File: config.mk
export PLATFORM = sky130hd
export DESIGN_NAME = pc_fetch_unit_flat
export DESIGN_NICKNAME = d
export VERILOG_FILES = /design/src/rtl/pc_fetch_if.sv /design/src/rtl/pc_fetch_unit.sv /design/src/flat_wrapper.sv
export SDC_FILE = /design/constraint.sdc
export NUM_CORES = 1
export LEC_CHECK = 0
export ABC_CLOCK_PERIOD_IN_PS = 3250
export BUFFER_PORTS_ARGS = -buffer_cell sky130_fd_sc_hd__buf_2
export CORE_UTILIZATION = 54
export CTS_BUF_LIST = sky130_fd_sc_hd__clkbuf_8
export CTS_CLUSTER_SIZE = 40
export DETAILED_ROUTE_END_ITERATION = 6
export HOLD_SLACK_MARGIN = 0.15
export PLACE_DENSITY = 0.84
export REMOVE_ABC_BUFFERS = 1
export SETUP_SLACK_MARGIN = 0.4
export SLEW_MARGIN = 5
export SYNTH_ARGS = -nofsm -noshare
export SYNTH_HDL_FRONTEND = slang
export SYNTH_SLANG_ARGS = --single-unit
export TNS_END_PERCENT = 50
File: constraint.sdc
create_clock -name clk -period 3.25 [get_ports clk]
set_input_delay 0.1625 -clock clk [delete_from_list [all_inputs] [get_ports clk]]
set_output_delay 0.1625 -clock clk [all_outputs]
set_load 0.005 [all_outputs]
File: src/rtl/pc_fetch_if.sv
// Instruction-memory fetch channel: request/address out, ready/data back.
interface pc_fetch_if;
  logic        imem_req;
  logic [31:0] imem_addr;
  logic        imem_ready;
  logic [31:0] imem_rdata;

  modport master (output imem_req, imem_addr, input imem_ready, imem_rdata);
  modport slave  (input imem_req, imem_addr, output imem_ready, imem_rdata);
endinterface

File: src/rtl/pc_fetch_unit.sv
// PC register and fetch FSM driven by PCAsrc/PCBsrc redirect selects.
// Optional macro PC_TRAP_VECTOR_EN: misaligned targets redirect to TRAP_VEC instead of halting.
module pc_fetch_unit #(
  parameter logic [31:0] RESET_PC = 32'h0000_0000,
  parameter logic [31:0] TRAP_VEC = 32'h0000_0100
) (
  input  logic        clk,
  input  logic        rst,
  input  logic        PCAsrc,
  input  logic        PCBsrc,
  input  logic [31:0] imm,
  input  logic [31:0] rs1,
  input  logic        retire,
  input  logic        stall,
  pc_fetch_if.master  imem,
  output logic [31:0] instr_out,
  output logic        instr_valid,
  output logic [31:0] pc_out,
  output logic [31:0] pc_plus4,
  output logic        misalign_trap,
  output logic [31:0] instret
);

  localparam int unsigned XLEN = 32;

  typedef enum logic [1:0] {
    RST   = 2'd0,
    FETCH = 2'd1,
    EXEC  = 2'd2,
    HALT  = 2'd3
  } state_e;

  state_e            state_q, state_d;
  logic [XLEN-1:0]   pc_q, pc_d;
  logic [XLEN-1:0]   instr_q, instr_d;
  logic              valid_q, valid_d;
  logic              trap_q, trap_d;
  logic [XLEN-1:0]   instret_q, instret_d;
  logic              req_q, req_d;
  logic [XLEN-1:0]   next_pc;
  logic              commit;

`ifndef PC_TRAP_VECTOR_EN
  logic unused_trap_vec;
  assign unused_trap_vec = ^TRAP_VEC;
`endif

  // Redirect target; JALR clears bit 0 only, so bit 1 can still misalign.
  always_comb begin
    next_pc = XLEN'(pc_q + XLEN'(4));
    if (!PCAsrc) begin
      if (PCBsrc) next_pc = XLEN'(rs1 + imm) & ~XLEN'(1);
      else        next_pc = XLEN'(pc_q + imm);
    end
  end

  assign commit = (state_q == EXEC) && retire && !stall;

  always_comb begin
    state_d   = state_q;
    pc_d      = pc_q;
    instr_d   = instr_q;
    valid_d   = valid_q;
    trap_d    = trap_q;
    instret_d = instret_q;
    unique case (state_q)
      RST:   state_d = FETCH;
      FETCH: begin
        if (imem.imem_ready) begin
          instr_d = imem.imem_rdata;
          valid_d = 1'b1;
          state_d = EXEC;
        end
      end
      EXEC: begin
        if (commit) begin
          valid_d = 1'b0;
          if (next_pc[1:0] == 2'b00) begin
            pc_d      = next_pc;
            instret_d = XLEN'(instret_q + XLEN'(1));
            state_d   = FETCH;
          end else begin
            trap_d = 1'b1;
`ifdef PC_TRAP_VECTOR_EN
            pc_d    = TRAP_VEC;
            state_d = FETCH;
`else
            state_d = HALT;
`endif
          end
        end
      end
      HALT:    state_d = HALT;
      default: state_d = RST;
    endcase
    req_d = (state_d == FETCH);
  end

  always_ff @(posedge clk) begin
    if (rst) begin
      state_q   <= RST;
      pc_q      <= RESET_PC;
      instr_q   <= '0;
      valid_q   <= 1'b0;
      trap_q    <= 1'b0;
      instret_q <= '0;
      req_q     <= 1'b0;
    end else begin
      state_q   <= state_d;
      pc_q      <= pc_d;
      instr_q   <= instr_d;
      valid_q   <= valid_d;
      trap_q    <= trap_d;
      instret_q <= instret_d;
      req_q     <= req_d;
    end
  end

  assign imem.imem_req  = req_q;
  assign imem.imem_addr = pc_q;
  assign instr_out      = instr_q;
  assign instr_valid    = valid_q;
  assign pc_out         = pc_q;
  assign pc_plus4       = XLEN'(pc_q + XLEN'(4));
  assign misalign_trap  = trap_q;
  assign instret        = instret_q;

endmodule

File: src/flat_wrapper.sv
// flat-port wrapper written by rule: the top's interface ports become plain ports
module pc_fetch_unit_flat 
#(
  parameter logic [31:0] RESET_PC = 32'h0000_0000,
  parameter logic [31:0] TRAP_VEC = 32'h0000_0100
)
  (clk, rst, PCAsrc, PCBsrc, imm, rs1, retire, stall, instr_out, instr_valid, pc_out, pc_plus4, misalign_trap, instret, imem_imem_req, imem_imem_addr, imem_imem_ready, imem_imem_rdata);
  pc_fetch_if imem_i ();
  input  logic clk;
  input  logic rst;
  input  logic PCAsrc;
  input  logic PCBsrc;
  input  logic [31:0] imm;
  input  logic [31:0] rs1;
  input  logic retire;
  input  logic stall;
  output logic [31:0] instr_out;
  output logic instr_valid;
  output logic [31:0] pc_out;
  output logic [31:0] pc_plus4;
  output logic misalign_trap;
  output logic [31:0] instret;
  output wire logic [$bits(imem_i.imem_req)-1:0] imem_imem_req;
  output wire logic [$bits(imem_i.imem_addr)-1:0] imem_imem_addr;
  input wire logic [$bits(imem_i.imem_ready)-1:0] imem_imem_ready;
  input wire logic [$bits(imem_i.imem_rdata)-1:0] imem_imem_rdata;
  assign imem_imem_req = imem_i.imem_req;
  assign imem_imem_addr = imem_i.imem_addr;
  assign imem_i.imem_ready = imem_imem_ready;
  assign imem_i.imem_rdata = imem_imem_rdata;
  pc_fetch_unit #(.RESET_PC(RESET_PC), .TRAP_VEC(TRAP_VEC)) u_core (.clk(clk), .rst(rst), .PCAsrc(PCAsrc), .PCBsrc(PCBsrc), .imm(imm), .rs1(rs1), .retire(retire), .stall(stall), .imem(imem_i), .instr_out(instr_out), .instr_valid(instr_valid), .pc_out(pc_out), .pc_plus4(pc_plus4), .misalign_trap(misalign_trap), .instret(instret));
endmodule
==> Word-level counts from Yosys, hierarchy flattened <==
Cells that the tools add are included.
W data, S select, Z words.
{ "classes": {"addsub": 4, "n_eq_ne": 6, "muxes": 9, "bitwise": 1, "reduce_logical": 10} }
{ "op_table": {"columns": ["op", "n"], "rows": [
  ["$add A32 B32 Y32", 2],
  ["$mux W32", 2],
  ["$add A32 B1 Y32 const B", 1],
  ["$add A32 B3 Y32 const B", 1],
  ["$reduce_and A3 Y1", 3],
  ["$pmux W2 S4", 1],
  ["$mux W2", 3],
  ["$eq A2 B1 Y1 const B", 2],
  ["$eq A2 B2 Y1 const B", 2],
  ["$logic_not A2 Y1", 2],
  ["$logic_and A1 B1 Y1", 2],
  ["$mux W1", 2],
  ["$ne A2 B1 Y1 const B", 1],
  ["$ne A2 B2 Y1 const B", 1],
  ["$pmux W1 S2", 1],
  ["$reduce_and A2 Y1", 1],
  ["$reduce_bool A2 Y1", 1],
  ["$logic_not A1 Y1", 1],
  ["$not A1 Y1", 1]
]} }
{ "totals": {"reg_bits": 101, "out_inout_bits": 163, "elab_cells": 37} }

==> Depth between registers and ports, before layout <==
Gate-level depths: netlist (run 1).
{ "depth": {"depth_word": 8, "ltp_mapped": 11, "ltp_nobuf": 11} }

==> Worst setup path after synthesis (run 1) <==
No wires, ideal clock.
{ "synth_path": {"kind": "reg-to-reg", "start": "register u_core.pc_q[0] (netlist: u_core.imem.imem_addr[0])", "end": "register u_core.pc_q[30] (netlist: u_core.imem.imem_addr[30])", "setup_ns": 0.074, "arrival_ns": 2.716, "t_required_ns": 3.176, "slack_ns": 0.459, "stages_incl_launch_ff": 12, "path_buffers": 0, "synth_period_minus_slack_ns": 2.791, "cell_sequence": "dfxtp_1 ha_1 fa_1 a21oi_1 o221ai_2 a31oi_1 a211oi_2 a31o_2 a41oi_1 mux2i_1 o221ai_1 o21ai_0"} }
{ "synth_between": {"elab_chain_len": 5, "elab_cells_between_ends": 6, "cone_classes": "2 x add/sub; 2 x mux; 2 x reduce/logical"} }
{ "synth_lines": {"columns": ["element", "line_no", "source"], "rows": [
  ["from (decl)", "pc_fetch_unit.sv:34", "logic [XLEN-1:0] pc_q, pc_d;"],
  ["from (signal assigned)", "pc_fetch_unit.sv:110", "pc_q <= pc_d;"],
  ["$add A32 B32 Y32", "pc_fetch_unit.sv:53", "else next_pc = XLEN'(pc_q + imm);"],
  ["$mux W32", "pc_fetch_unit.sv:52", "if (PCBsrc) next_pc = XLEN'(rs1 + imm) & ~XLEN'(1);"],
  ["$mux W32 (*)", "pc_fetch_unit.sv:51", "if (!PCAsrc) begin"],
  ["$logic_not A2 Y1", "pc_fetch_unit.sv:78", "if (next_pc[1:0] == 2'b00) begin"],
  ["$reduce_and A3 Y1 (no line)", null, null]
]} }
Mark *: on every way between the ends. The rest lies on a longest branch, timed or not.
A chain may end at the register's enable or synchronous reset.

==> Worst setup path in the final report (run 1) <==
{ "layout_path": {"start": "register u_core.pc_q[0] (netlist: u_core.imem.imem_addr[0])", "end": "register u_core.pc_q[16] (netlist: u_core.imem.imem_addr[16])"} }
The elaborated chain is that of the path after synthesis.

==> results of run 1 <==
power groups by stage:
stage | combinational [W] | sequential [W] | clock [W]
floorplan | 0.000434 | 0.00131 | 0
global placement | 0.000713 | 0.00131 | 0
detailed placement | 0.000717 | 0.00131 | 0
CTS | 0.000751 | 0.00128 | 0.000877
global route | 0.000852 | 0.00129 | 0.000920
finish | 0.000783 | 0.00128 | 0.000866
routing by layer:
| metal | vias to the layer above | routed length, um |
|---|---|---|
| li1 | 4453 | - |
| met1 | 4295 | 11910 |
| met2 | 479 | 12660 |
| met3 | 43 | 2952 |
| met4 | 0 | 489 |
| met5 | - | 0 |
tightest hold or removal path, delay by kind of cell:
family | cells | cell delay (ns)
AOI/OAI and AO/OA | 2 | 0.21
buffers and inverters | 2 | 0.12
through the flow:
step | setup TNS (ns) | worst slack [ns]
2_1_floorplan | -2.124 | -0.3564
3_3_place_gp | 0 | 0.3552
3_5_place_dp | 0 | 0.2953
4_1_cts | 0 | 0.3360
5_1_grt | 0 | 0.3529
6_report | 0 | 0.4809
state kept, by name (all words and copies together), names as in the netlist:
signal,cells
u_core.instr_valid,1
u_core.imem.imem_req,1
u_core.misalign_trap,1
u_core.state_q,2
u_core.instret,32
u_core.instr_out,32
u_core.imem.imem_addr,32
cells in the mapped netlist, drive strengths merged, types with 3 or more instances:
cell,count,share of area (%)
a21oi,130,8.0
a41oi,3,0.32
o31ai,7,0.81
dfxtp,101,25
a21boi,3,0.27
o21ai,57,3.5
a211oi,12,1.2
o211ai,17,1.6
or2,7,0.53
o41ai,3,0.55
and2,8,0.61
buf,39,3.3
ha,63,9.6
nand3,39,2.4
a22oi,6,0.55
and3,25,1.9
nor2b,6,0.46
o21a,7,0.64
nor2,92,4.2
or3,9,0.68
o21bai,3,0.27
nand4,18,1.4
o311a,3,0.36
o22ai,5,0.38
a21o,21,1.9
mux2i,4,0.49
nand2b,7,0.53
xor2,55,5.9
clkbuf,42,1.9
nor3,15,0.91
o221ai,3,0.40
nand2,166,7.6
inv,23,1.0
xnor2,51,5.4
o2111ai,3,0.32
a31oi,12,1.1
a221oi,10,1.1
logic make-up after synthesis:
logic type | share of synthesized area (%)
XOR/XNOR | 11.28
buffers and inverters | 6.415
AO/OA/AOI/OAI | 24.81
flip-flops | 24.57
AND/OR/NAND/NOR | 22.24
adder cells (fa/ha/maj) | 10.06
multiplexers | 0.6233
final timing paths:
| path | start | endpoint | slack, ns | depth (start not counted) |
|---|---|---|---|---|
| max reg2reg | u_core.imem.imem_addr[0] | u_core.imem.imem_addr[16] | 0.48 | 12 |
| max | u_core.imem.imem_addr[0] | u_core.imem.imem_addr[16] | 0.48 | 12 |
| min | stall | u_core.state_q[0] | 0.18 | 4 |
| min reg2reg | u_core.instr_out[2] | u_core.instr_out[2] | 0.46 | 2 |
what timing repair did:
| item | CTS | global route |
|---|---|---|
| gates resized for setup | 3 | 41 |
| setup buffers | 2 | 3 |
| setup endpoints to repair | 7 | 27 |
| pin swaps | 1 | 11 |
| hold buffers | 33 | 0 |
| endpoints found under the hold margin | 33 | 0 |
area by class of cell:
type / count / area share [%]
Sequential cell: 101 / 19.67
Timing Repair Buffer: 334 / 18.74
Clock buffer: 9 / 1.195
Multi-Input combinational cell: 897 / 56.38
Tap cell: 184 / 2.220
Clock inverter: 7 / 0.8930
Inverter: 25 / 0.9050
==> metrics.txt, run 1 <==
# TYPE chip_impl_metric gauge
chip_impl_metric{name="final-hold-violation-count",unit=""} 0
chip_impl_info{name="rsz_0062_raised_after_global_routing",value="yes"} 1
chip_impl_metric{name="worstPathArrival",unit="ns"} 3.05
chip_impl_metric{name="p_per_area",unit="nW/um^2"} 283.0
chip_impl_metric{name="post-route-min-period",unit="ns"} 2.769
chip_impl_metric{name="drive_above_1_share",unit="%"} 27.31
chip_impl_metric{name="synthCells",unit=""} 1104
chip_impl_metric{name="area.growth.synth_to_final",unit="%"} 25.98
chip_impl_metric{name="syn_area",unit="sq um"} 8230
chip_impl_metric{name="critPathRequiredTime",unit="ns"} 3.53
chip_impl_metric{name="place_hpwl",unit="mm"} 20.88
chip_impl_metric{name="tritoncts.num_buffers",unit=""} 9
chip_impl_metric{name="finalPower",unit="W"} 0.002934
chip_impl_metric{name="n_fill_cell",unit=""} 1194
chip_impl_metric{name="worst-path-max-fanout",unit=""} 4
chip_impl_metric{name="total_routing_usage_gr",unit="%"} 34.08
chip_impl_info{name="worstHoldPathType",value="in -> reg"} 1
chip_impl_metric{name="core",unit="sq um"} 14700
chip_impl_metric{name="swShare",unit="%"} 33.15
chip_impl_metric{name="cts.sink_count",unit=""} 101
chip_impl_metric{name="rows",unit=""} 44
chip_impl_metric{name="finish.cell_count_without_fillers",unit=""} 1557
chip_impl_info{name="path_delay_family",value="compound AO/OA/AOI/OAI gates"} 1
chip_impl_metric{name="number_of_antenna_violations_at_the_first_check_in_global_routing",unit=""} 0
chip_impl_info{name="failed_checks",value="design-rule violations"} 1
chip_impl_metric{name="sequential_cell_area",unit="sq um"} 2039
chip_impl_info{name="endpoint_kind",value="flop"} 1
chip_impl_metric{name="timing.clock.skew",unit="ns"} 0.02223
chip_impl_metric{name="detailedRoute.firstPassIterationCount",unit=""} 7
chip_impl_info{name="clock_root_buffer",value="clkbuf_8"} 1
chip_impl_metric{name="drv_cap",unit=""} 0
chip_impl_metric{name="grt-ovfl-total",unit=""} 0
chip_impl_metric{name="antennaDiodeCount",unit=""} 0
chip_impl_info{name="layout_commonest_cell",value="buf_2"} 1
chip_impl_metric{name="power.internal",unit="W"} 0.001962
chip_impl_metric{name="postRouteAntennaNets",unit=""} 0
chip_impl_metric{name="via_count",unit=""} 9270
chip_impl_metric{name="design.final.nets",unit=""} 1536
chip_impl_info{name="cts_tree",value="built"} 1
chip_impl_metric{name="power_leakage",unit="nW"} 4.944
chip_impl_metric{name="register_bit_count_reported_by_yosys",unit=""} 101
chip_impl_metric{name="cp.buffers_inverters",unit=""} 1
chip_impl_metric{name="power.share.clock",unit="%"} 29.5
chip_impl_metric{name="share_comb_of_total_power",unit="%"} 26.7
chip_impl_metric{name="clock_insertion_delay_worst_skew",unit="ns"} 0.37
chip_impl_metric{name="dr.first_iter.drc_count",unit=""} 951
chip_impl_metric{name="final-max-slew-violation-count",unit=""} 0
chip_impl_metric{name="timing.final.crit_share",unit="%"} 85.20
chip_impl_metric{name="initial_core_utilization",unit="%"} 55.99
chip_impl_metric{name="gpl.final_weighted_congestion",unit=""} 0.9801
chip_impl_metric{name="cts-htree-levels",unit=""} 3
chip_impl_metric{name="slew-limit-headroom",unit="%"} 59.10
chip_impl_metric{name="sequentialPowerShare",unit="%"} 43.8
chip_impl_metric{name="fin_area",unit="sq um"} 10370
chip_impl_metric{name="dpl_cell_area",unit="sq um"} 9618
chip_impl_info{name="cp-start-kind",value="flop"} 1
chip_impl_metric{name="portBuffers",unit=""} 265
chip_impl_info{name="globalRoute.busiestLayer",value="met2"} 1
chip_impl_metric{name="max-clock-path-buffers",unit=""} 2
chip_impl_metric{name="yosysWarningCount",unit=""} 0
chip_impl_metric{name="post_synth.cell_area_avg",unit="sq um"} 7.455
chip_impl_metric{name="final_core_utilization",unit="%"} 70.54
chip_impl_metric{name="wl",unit="mm"} 28.01
chip_impl_metric{name="finalSetupViolCount",unit=""} 0
chip_impl_metric{name="clk_transition_reported_paths",unit="ns"} 0.12
chip_impl_metric{name="first_global_vias",unit=""} 8348
chip_impl_info{name="cp_slowest_cell",value="fa_2"} 1
chip_impl_metric{name="worst_ir_drop_vdd",unit="mV"} 0.2461
chip_impl_metric{name="grt_first_pass_wirelength",unit="mm"} 43.19
chip_impl_metric{name="die-height",unit="um"} 125.5
chip_impl_metric{name="dp.cells",unit=""} 1503
chip_impl_metric{name="critical-path-max-stage-delay",unit="ns"} 0.39
chip_impl_metric{name="max_clock_freq",unit="GHz"} 0.3611
chip_impl_metric{name="grt_util_met1",unit="%"} 46.59
chip_impl_info{name="synth_top_flop_cell",value="dfxtp_1"} 1
chip_impl_metric{name="drc_errors",unit=""} 22
chip_impl_metric{name="boundaryPins",unit=""} 266
chip_impl_metric{name="synth.distinct_cells",unit=""} 74
chip_impl_info{name="mostFrequentLayoutCells",value="265 x buf_2, 165 x nand2_1, 125 x a21oi_1, 91 x dfxtp_1, 88 x nor2_1"} 1
chip_impl_metric{name="switchingPower",unit="W"} 0.0009725
chip_impl_metric{name="wire_per_inst",unit="um"} 17.99
chip_impl_metric{name="grt_start_max_net_pins",unit=""} 54
chip_impl_metric{name="multi_input_comb_area",unit="sq um"} 5846
chip_impl_info{name="path_cells",value="ha_2 > fa_2 > a21oi_4 > o221ai_4 > a31oi_1 > buf_4 > a21oi_1 > a21o_1 > a21oi_2 > xor2_1 > o211ai_1 > a32o_1"} 1
chip_impl_info{name="setup.worst_path.class",value="reg -> reg"} 1
chip_impl_metric{name="use_met2",unit="%"} 54.71
chip_impl_metric{name="hold-worst-slack",unit="ns"} 0.1758
chip_impl_metric{name="fp.dieArea",unit="sq um"} 15740
chip_impl_metric{name="chipWidth",unit="um"} 125.5
chip_impl_info{name="outcome",value="finished with violations"} 1
chip_impl_metric{name="grt_util_met3",unit="%"} 7.018
chip_impl_metric{name="slew_of_the_pin_with_the_lowest_slew_margin",unit="ns"} 0.6097
chip_impl_metric{name="synth-edff-count",unit=""} 0
chip_impl_metric{name="detail_route.vias_per_cell",unit=""} 5.954
chip_impl_metric{name="sequential_element_share_of_the_synthesized_area",unit="%"} 24.57
chip_impl_metric{name="ys_async_rst_share",unit="%"} 0
(Power assumes the default switching activity.)
==> run 2: changes to the inputs <==
--- a/config.mk
+++ b/config.mk
@@ -7,10 +7,12 @@
 export LEC_CHECK = 0
 export ABC_CLOCK_PERIOD_IN_PS = 3250
 export BUFFER_PORTS_ARGS = -buffer_cell sky130_fd_sc_hd__buf_2
+export CORE_MARGIN = 1.5
 export CORE_UTILIZATION = 54
 export CTS_BUF_LIST = sky130_fd_sc_hd__clkbuf_8
 export CTS_CLUSTER_SIZE = 40
 export DETAILED_ROUTE_END_ITERATION = 6
+export GPL_ROUTABILITY_DRIVEN = 0
 export HOLD_SLACK_MARGIN = 0.15
 export PLACE_DENSITY = 0.84
 export REMOVE_ABC_BUFFERS = 1
==> metrics.txt, run 2 (synthesized netlist as in run 1, its figures left out) <==
# TYPE chip_impl_metric gauge
chip_impl_metric{name="routed-wl-met2",unit="mm"} 12.21
chip_impl_metric{name="slew-limit-headroom",unit="%"} 48.74
chip_impl_metric{name="place_hpwl",unit="mm"} 19.88
chip_impl_metric{name="drv_cap",unit=""} 0
chip_impl_metric{name="number_of_antenna_violations_at_the_first_check_in_global_routing",unit=""} 0
chip_impl_metric{name="total_routing_usage_gr",unit="%"} 31.80
chip_impl_metric{name="max_clock_freq",unit="GHz"} 0.3596
chip_impl_metric{name="boundaryPins",unit=""} 266
chip_impl_metric{name="clk_transition_reported_paths",unit="ns"} 0.11
chip_impl_metric{name="fp.dieArea",unit="sq um"} 15990
chip_impl_metric{name="n_fill_cell",unit=""} 1195
chip_impl_metric{name="portBuffers",unit=""} 265
chip_impl_metric{name="detail_route.vias_per_cell",unit=""} 5.986
chip_impl_metric{name="grt_start_max_net_pins",unit=""} 75
chip_impl_metric{name="first_global_vias",unit=""} 8343
chip_impl_metric{name="core",unit="sq um"} 14700
chip_impl_metric{name="rows",unit=""} 44
chip_impl_metric{name="timing.final.crit_share",unit="%"} 85.58
chip_impl_metric{name="initial_core_utilization",unit="%"} 55.99
chip_impl_metric{name="die-height",unit="um"} 126.5
chip_impl_metric{name="dpl_cell_area",unit="sq um"} 9580
chip_impl_info{name="endpoint_kind",value="primary output"} 1
chip_impl_metric{name="final-max-slew-violation-count",unit=""} 0
chip_impl_metric{name="wire_per_inst",unit="um"} 17.34
chip_impl_metric{name="drc_errors",unit=""} 0
chip_impl_metric{name="critPathRequiredTime",unit="ns"} 3.09
chip_impl_info{name="critical_path.startpoint",value="u_core.imem.imem_addr[2]"} 1
chip_impl_metric{name="wl",unit="mm"} 26.93
chip_impl_info{name="outcome",value="complete, no violations"} 1
chip_impl_metric{name="met1_length",unit="mm"} 11.31
chip_impl_metric{name="via_count",unit=""} 9297
chip_impl_info{name="clock_root_buffer",value="clkbuf_8"} 1
chip_impl_metric{name="timing.clock.skew",unit="ns"} 0.01805
chip_impl_info{name="worstHoldPathType",value="in -> reg"} 1
chip_impl_metric{name="postRouteAntennaNets",unit=""} 0
chip_impl_metric{name="clock_insertion_delay_worst_skew",unit="ns"} 0.39
chip_impl_metric{name="max-clock-path-buffers",unit=""} 2
chip_impl_metric{name="cts-htree-levels",unit=""} 3
chip_impl_metric{name="dr.first_iter.drc_count",unit=""} 789
chip_impl_metric{name="tritoncts.num_buffers",unit=""} 9
chip_impl_metric{name="post-route-min-period",unit="ns"} 2.781
chip_impl_metric{name="slew_of_the_pin_with_the_lowest_slew_margin",unit="ns"} 0.7661
chip_impl_metric{name="antennaDiodeCount",unit=""} 0
chip_impl_metric{name="final-hold-violation-count",unit=""} 0
chip_impl_metric{name="fin_tns_setup",unit="ns"} 0
chip_impl_metric{name="multi_input_comb_area",unit="sq um"} 5817
chip_impl_info{name="regToRegEndpoint",value="u_core.instret[31]"} 1
chip_impl_info{name="rsz_0062_raised_after_global_routing",value="yes"} 1
chip_impl_metric{name="grt_first_pass_wirelength",unit="mm"} 41.62
chip_impl_metric{name="worstPathArrival",unit="ns"} 2.62
chip_impl_metric{name="cts.sink_count",unit=""} 101
chip_impl_info{name="mostFrequentLayoutCells",value="265 x buf_2, 166 x nand2_1, 124 x a21oi_1, 92 x dfxtp_1, 88 x nor2_1"} 1
chip_impl_metric{name="chipWidth",unit="um"} 126.5
chip_impl_metric{name="sequential_cell_area",unit="sq um"} 2036
chip_impl_metric{name="fin_area",unit="sq um"} 10280
chip_impl_metric{name="grt-ovfl-total",unit=""} 0
chip_impl_metric{name="worst_ir_drop_vdd",unit="mV"} 0.2184
chip_impl_info{name="layout_commonest_cell",value="buf_2"} 1
chip_impl_info{name="setup.worst_path.class",value="reg -> out"} 1
chip_impl_metric{name="area.growth.synth_to_final",unit="%"} 24.86
chip_impl_metric{name="p_per_area",unit="nW/um^2"} 275.5
chip_impl_metric{name="detailedRoute.firstPassIterationCount",unit=""} 5
chip_impl_metric{name="ff2ff_setup_slack",unit="ns"} 0.53
chip_impl_metric{name="worst-r2r-cell-count",unit=""} 12
chip_impl_info{name="routed.top_layer",value="met4"} 1
chip_impl_metric{name="worst-path-max-fanout",unit=""} 7
chip_impl_metric{name="power_leakage",unit="nW"} 4.908
chip_impl_metric{name="finalSetupViolCount",unit=""} 0
chip_impl_metric{name="design.final.nets",unit=""} 1532
chip_impl_metric{name="hold-worst-slack",unit="ns"} 0.1678
chip_impl_info{name="timing.rr.start",value="u_core.imem.imem_addr[0]"} 1
chip_impl_info{name="cp-start-kind",value="flop"} 1
chip_impl_info{name="cts_tree",value="built"} 1
chip_impl_metric{name="met3_length",unit="mm"} 2.623
chip_impl_metric{name="drive_above_1_share",unit="%"} 26.88
chip_impl_info{name="critical_path.endpoint",value="pc_plus4[21]"} 1
==> run 2: cell types whose count changed in the layout (fill, tap and decap cells not counted), moves of 2 or more <==
cell / previous run / this run
clkinv_4: 0 / 2
a21oi_2: 4 / 6
ha_4: 1 / 3
buf_4: 34 / 30
==> run 2: worst max-delay path: stages, from the launching register on <==
cell and delay [ns]:
dfxtp_1 0.40, buf_4 0.18, and3_1 0.20, nand3_4 0.13, or4_4 0.57, or2_4 0.28, nor2_1 0.12, xor2_1 0.19
buf_2 0.15
==> run 2: worst min path at each step <==
stage	startpoint	endpoint	slack [ns]	cells past startpoint
after floorplan	rst	u_core.imem.imem_addr[14]	0.23	1
after global placement	imem_imem_rdata[16]	u_core.instr_out[16]	0.40	3
after detailed placement	imem_imem_rdata[16]	u_core.instr_out[16]	0.41	3
after CTS	stall	u_core.state_q[0]	0.16	4
after global routing	stall	u_core.state_q[0]	0.20	4
final	stall	u_core.state_q[0]	0.17	4
==> run 2: layer usage <==
metal,up-vias,global-route usage (%)
met1,4259,42.83
li1,4452,-
met3,65,4.091
met5,-,0
met4,0,13.39
met2,521,51.40
==> run 2: stage by stage <==
stage	utilization, %	std cells	setup WS, ns	power, W
2_1_floorplan	-	1023	-0.3564	0.001748
3_3_place_gp	65.18	1498	0.4418	0.002004
3_5_place_dp	65.18	1498	0.3476	0.002017
4_1_cts	68.81	1549	0.3700	0.002801
5_1_grt	69.91	1553	0.3751	0.002946
6_report	69.91	1553	0.4687	0.002831
==> run 2: power breakdown <==
part	internal (W)	switching (W)	leakage (nW)
clock network	0.000291	0.000485	0.0921
logic	0.000320	0.000450	3.99
registers	0.00126	0.0000205	0.822
total	0.00188	0.000956	4.91
==> run 2: repair_timing <==
action | in CTS | in global routing
hold buffers | 33 | 0
pin swaps | 2 | 12
endpoints found under the setup margin | 8 | 24
gates resized for setup | 2 | 37
buffers inserted | 2 | 4
hold endpoints to repair | 33 | 0
==> run 2: final cells by class <==
cell class	instances	share of cell area (%)
flip-flops and latches	101	19.81
inverters	25	0.9132
clock buffers	9	1.205
clock inverters	7	0.5723
repair buffers	330	18.65
multi-input cells	897	56.61
well taps	184	2.240
